File: config.mk
export PLATFORM = sky130hd
export DESIGN_NAME = stream_muxn
export DESIGN_NICKNAME = d
export VERILOG_FILES = /design/src/rtl/stream_muxn.sv
export SDC_FILE = /design/constraint.sdc
export NUM_CORES = 1
export LEC_CHECK = 0
export BUFFER_PORTS_ARGS = -buffer_cell sky130_fd_sc_hd__buf_4
export CAP_MARGIN = 10
export CORE_ASPECT_RATIO = 1.25
export CORE_MARGIN = 2
export CORE_UTILIZATION = 42
export DETAILED_ROUTE_END_ITERATION = 10
export GPL_ROUTABILITY_DRIVEN = 0
export PLACE_DENSITY = 0.8
export SYNTH_ARGS = -nofsm -noshare
export SYNTH_HDL_FRONTEND = slang
export SYNTH_SLANG_ARGS = --single-unit
File: constraint.sdc
create_clock -name clk -period 1.33 [get_ports clk]
set_input_delay 0.1995 -clock clk [delete_from_list [all_inputs] [get_ports clk]]
set_output_delay 0.1995 -clock clk [all_outputs]
set_load 0.02 [all_outputs]
File: src/rtl/stream_muxn.sv
// N-input valid/ready stream mux with registered output. Channel selection is either external (sel) or round-robin.
// Latency is one cycle from input transfer to out_valid. Each cycle it takes one beat, or takes none while the output register is held.
module stream_muxn #(
    parameter int DATA_WIDTH = 32,
    parameter int N_INPUTS   = 3,
    parameter int RR_MODE    = 0,
    parameter int SEL_W      = $clog2(N_INPUTS)
) (
    input  logic                           clk,
    input  logic                           reset_n,
    input  logic [N_INPUTS*DATA_WIDTH-1:0] in_data,
    input  logic [N_INPUTS-1:0]            in_valid,
    output logic [N_INPUTS-1:0]            in_ready,
    input  logic [SEL_W-1:0]               sel,
    output logic [DATA_WIDTH-1:0]          out_data,
    output logic                           out_valid,
    input  logic                           out_ready,
    output logic [SEL_W-1:0]               out_src,
    output logic                           err_sel
);

    logic                  load;
    logic                  gnt_vld;
    logic [SEL_W-1:0]      gnt_idx;
    logic [DATA_WIDTH-1:0] gnt_data;
    logic [SEL_W-1:0]      rr_ptr;
    logic                  sel_bad;
    int                    rr_idx;

    assign load    = !out_valid || out_ready;
    assign sel_bad = (RR_MODE == 0) && (32'(sel) >= N_INPUTS);

    always_comb begin
        gnt_vld = 1'b0;
        gnt_idx = '0;
        rr_idx  = 0;
        if (RR_MODE == 0) begin
            for (int i = 0; i < N_INPUTS; i++) begin
                if (sel == SEL_W'(i) && in_valid[i]) begin
                    gnt_vld = 1'b1;
                    gnt_idx = SEL_W'(i);
                end
            end
        end else begin
            // Search starts at rr_ptr and wraps with an explicit compare, so non-power-of-2 N works.
            for (int k = 0; k < N_INPUTS; k++) begin
                rr_idx = int'(rr_ptr) + k;
                if (rr_idx >= N_INPUTS) rr_idx = rr_idx - N_INPUTS;
                if (!gnt_vld && in_valid[rr_idx]) begin
                    gnt_vld = 1'b1;
                    gnt_idx = SEL_W'(rr_idx);
                end
            end
        end
    end

    always_comb begin
        gnt_data = '0;
        for (int i = 0; i < N_INPUTS; i++) begin
            if (gnt_idx == SEL_W'(i)) gnt_data = in_data[i*DATA_WIDTH +: DATA_WIDTH];
        end
    end

    always_comb begin
        in_ready = '0;
        for (int i = 0; i < N_INPUTS; i++) begin
            in_ready[i] = reset_n && load && gnt_vld && (gnt_idx == SEL_W'(i));
        end
    end

    always_ff @(posedge clk or negedge reset_n) begin
        if (!reset_n) begin
            out_valid <= 1'b0;
            out_data  <= '0;
            out_src   <= '0;
            err_sel   <= 1'b0;
            rr_ptr    <= '0;
        end else begin
            err_sel <= sel_bad && (|in_valid) && load;
            if (load) begin
                out_valid <= gnt_vld;
                // With no grant the last beat's data/src stay in place; only valid drops.
                if (gnt_vld) begin
                    out_data <= gnt_data;
                    out_src  <= gnt_idx;
                    if (RR_MODE != 0) begin
                        rr_ptr <= (gnt_idx == SEL_W'(N_INPUTS - 1)) ? '0 : gnt_idx + SEL_W'(1);
                    end
                end
            end
        end
    end

endmodule

==> results.json <==
{
  "fin_ws_ns": -0.0137,
  "synth_cells": 171,
  "end_kind": "primary output",
  "vias": 2017,
  "dp_hpwl_um": 4440,
  "yosysUniqueCellTypes": 23,
  "p_switching_uw": 1150,
  "num-nets-final": 424,
  "yosysWarningCount": 0,
  "first_global_vias": 2087,
  "drt_iter0_drc": 32,
  "synth-edff-count": 0,
  "cts_root_buffer": "clkbuf_8",
  "drtPass1Iterations": 3,
  "path_clk_slew_ns": 0.07,
  "final_cell_mix": "buf_4 (148), dfrtp_1 (35), mux2i_1 (32), o2bb2ai_1 (32), mux2_2 (32)",
  "status": "finished with violations",
  "violations": "negative setup slack",
  "numCtsBuffers": 5,
  "detailed_place.area_um2": 3330,
  "final_common_cell": "buf_4",
  "seqPwrFrac": 0.386,
  "grt-ovfl-total": 0,
  "viasPerCell": 5.27,
  "drive_gt1_frac": 0.651,
  "grt_max_degree": 37,
  "grt_pass1_wl_um": 9000,
  "worst_slew_pin_slew_ns": 0.457,
  "cts.sinks": 36,
  "cts_buffer_depth": 2,
  "dieArea_um2": 5760,
  "synthToLayoutAreaGrowth_pct": 61.7,
  "portBuffers": 142,
  "swShare": 0.313,
  "p_clk_frac": 0.213,
  "syn_avg_cell_area_um2": 12.7,
  "initial_core_util": 0.430,
  "die_h_um": 84.4,
  "cts_tree": "yes",
  "avgRoutedWirePerCell_um": 14.6,
  "rsz0062_at_grt": "yes",
  "whs_ns": 0.165,
  "row_count": 29,
  "hold_violations": 0,
  "fin_util": 0.696,
  "antenna_found_initial": 0,
  "cts_max_level": 2,
  "final_max_slew_viol_count": 0,
  "synth_area_um2": 2170,
  "syn_nets": 275,
  "diodes": 0,
  "num_io_pins": 143,
  "fin_crit_ns": 1.34,
  "insertion_delay_ns": 0.28,
  "setup_violations": 3,
  "ys_ff_latch": 36,
  "max-vdd-ir-drop_uv": 717,
  "routed_wl_um": 5600,
  "seq_area_frac_synth": 0.415,
  "combPwrFrac": 0.401,
  "holdCritPathClass": "primary input to flop",
  "worstPathArrival_ns": 1.14,
  "die_x_um": 68.3,
  "async_flop_share": 1.00,
  "intPower_uw": 2530,
  "startpoint_type": "flop",
  "timing.fmax_mhz": 744,
  "drc_errors": 0,
  "crit_type": "flop to primary output",
  "ant_nets": 0,
  "power_leakage_uw": 0.00172,
  "fp.coreArea_um2": 5040,
  "min_period_over_period": 1.01,
  "cp_max_fo": 3,
  "clock_skew_ns": 0.00857,
  "post-route-cell-area_um2": 3510,
  "drv_cap": 0,
  "cp.required_ns": 1.13,
  "track_usage": 0.203,
  "relSlewSlack": 0.695,
  "powerDensity_nw_per_um2": 1050,
  "synthFlopType": "dfrtp_1"
}
==> Yosys cell counts, types with 2 or more instances <==
| cell | number | area, um^2 |
|---|---|---|
| a31oi_1 | 2 | 12.5 |
| and2_4 | 2 | 17.5 |
| buf_12 | 3 | 60.1 |
| buf_2 | 7 | 35.0 |
| buf_6 | 5 | 56.3 |
| dfrtp_1 | 36 | 901 |
| mux2_2 | 32 | 360 |
| mux2i_1 | 32 | 320 |
| nand2_1 | 4 | 15.0 |
| nand2b_1 | 2 | 12.5 |
| nor3_1 | 3 | 15.0 |
| o2bb2ai_1 | 32 | 280 |
==> worst paths after layout <==
path / from / end / slack [ns] / cells past startpoint
setup / recovery: out_valid / in_ready[2] / -0.01 / 4
hold / removal: in_valid[2] / err_sel / 0.16 / 3
setup reg to reg: out_valid / out_data[19] / 0 / 5
hold reg to reg: out_src[0] / out_src[0] / 0.49 / 1
max in group asynchronous: reset_n / out_data[12] / 0.48 / 3
min in group asynchronous: reset_n / err_sel / 0.51 / 3
==> critical path, cell delays in order (launching register included) <==
cell,delay [ns]
dfrtp_2,0.42
nand2b_4,0.09
nand2_4,0.07
nor2b_1,0.13
buf_4,0.15
==> cell type report <==
class	count	area, um^2
Fill cell	392	1530
Multi-Input combinational cell	118	1140
Clock buffer	6	82.6
Clock inverter	2	10.0
Inverter	1	3.75
Tap cell	62	77.6
Sequential cell	36	902
Timing Repair Buffer	158	1290
==> kinds of logic (layout without fill, tap and decap cells) <==
kind of cell | Yosys count | after routing | share of synthesized area
flops | 36 | 36 | 0.415
compound gates | 35 | 35 | 0.138
mux | 64 | 64 | 0.314
simple gates | 19 | 19 | 0.0582
buf+inv | 17 | 167 | 0.0749
==> timing repair <==
item                                   4_1_cts  5_1_grt
hold buffers                                 1        0
gates resized for setup                      7        2
buffers inserted                             1        0
setup endpoints to repair                    3       22
endpoints found under the hold margin       36        0
gates cloned                                 0        1
pin swaps                                    3        0
==> sequential cells by signal, summed over array words and instances (netlist names) <==
| register | count |
|---|---|
| out_data | 32 |
| err_sel | 1 |
| out_src | 2 |
| out_valid | 1 |
==> power groups by stage <==
stage	registers [uW]	logic (uW)	clock network, uW
finish	1420	1470	784
detailed placement	1440	1460	0
global route	1450	1570	873
floorplan	1700	470	0
CTS	1420	1480	822
global placement	1430	1430	0
==> stage by stage <==
step	setup WS, ns	std cells	TNS [ns]	total power (uW)
floorplan	-0.129	171	-0.258	2170
global placement	-0.0560	372	-1.72	2860
detailed placement	-0.0892	372	-2.35	2900
CTS	-0.0116	382	-0.0231	3720
global route	-0.0608	383	-0.873	3900
finish	-0.0137	383	-0.0148	3680
==> metal layers <==
layer  global-route usage  vias to the layer above  part of all wire  wire (um)
li1                     -                      952                 -          -
met2                0.369                       90              0.52       2910
met4               0.0618                        0             0.020        111
met1                0.215                      963              0.36       1990
met5                    0                        -                 0          0
met3               0.0670                       12              0.11        590
No activity file was read; power rests on OpenSTA's default activity.
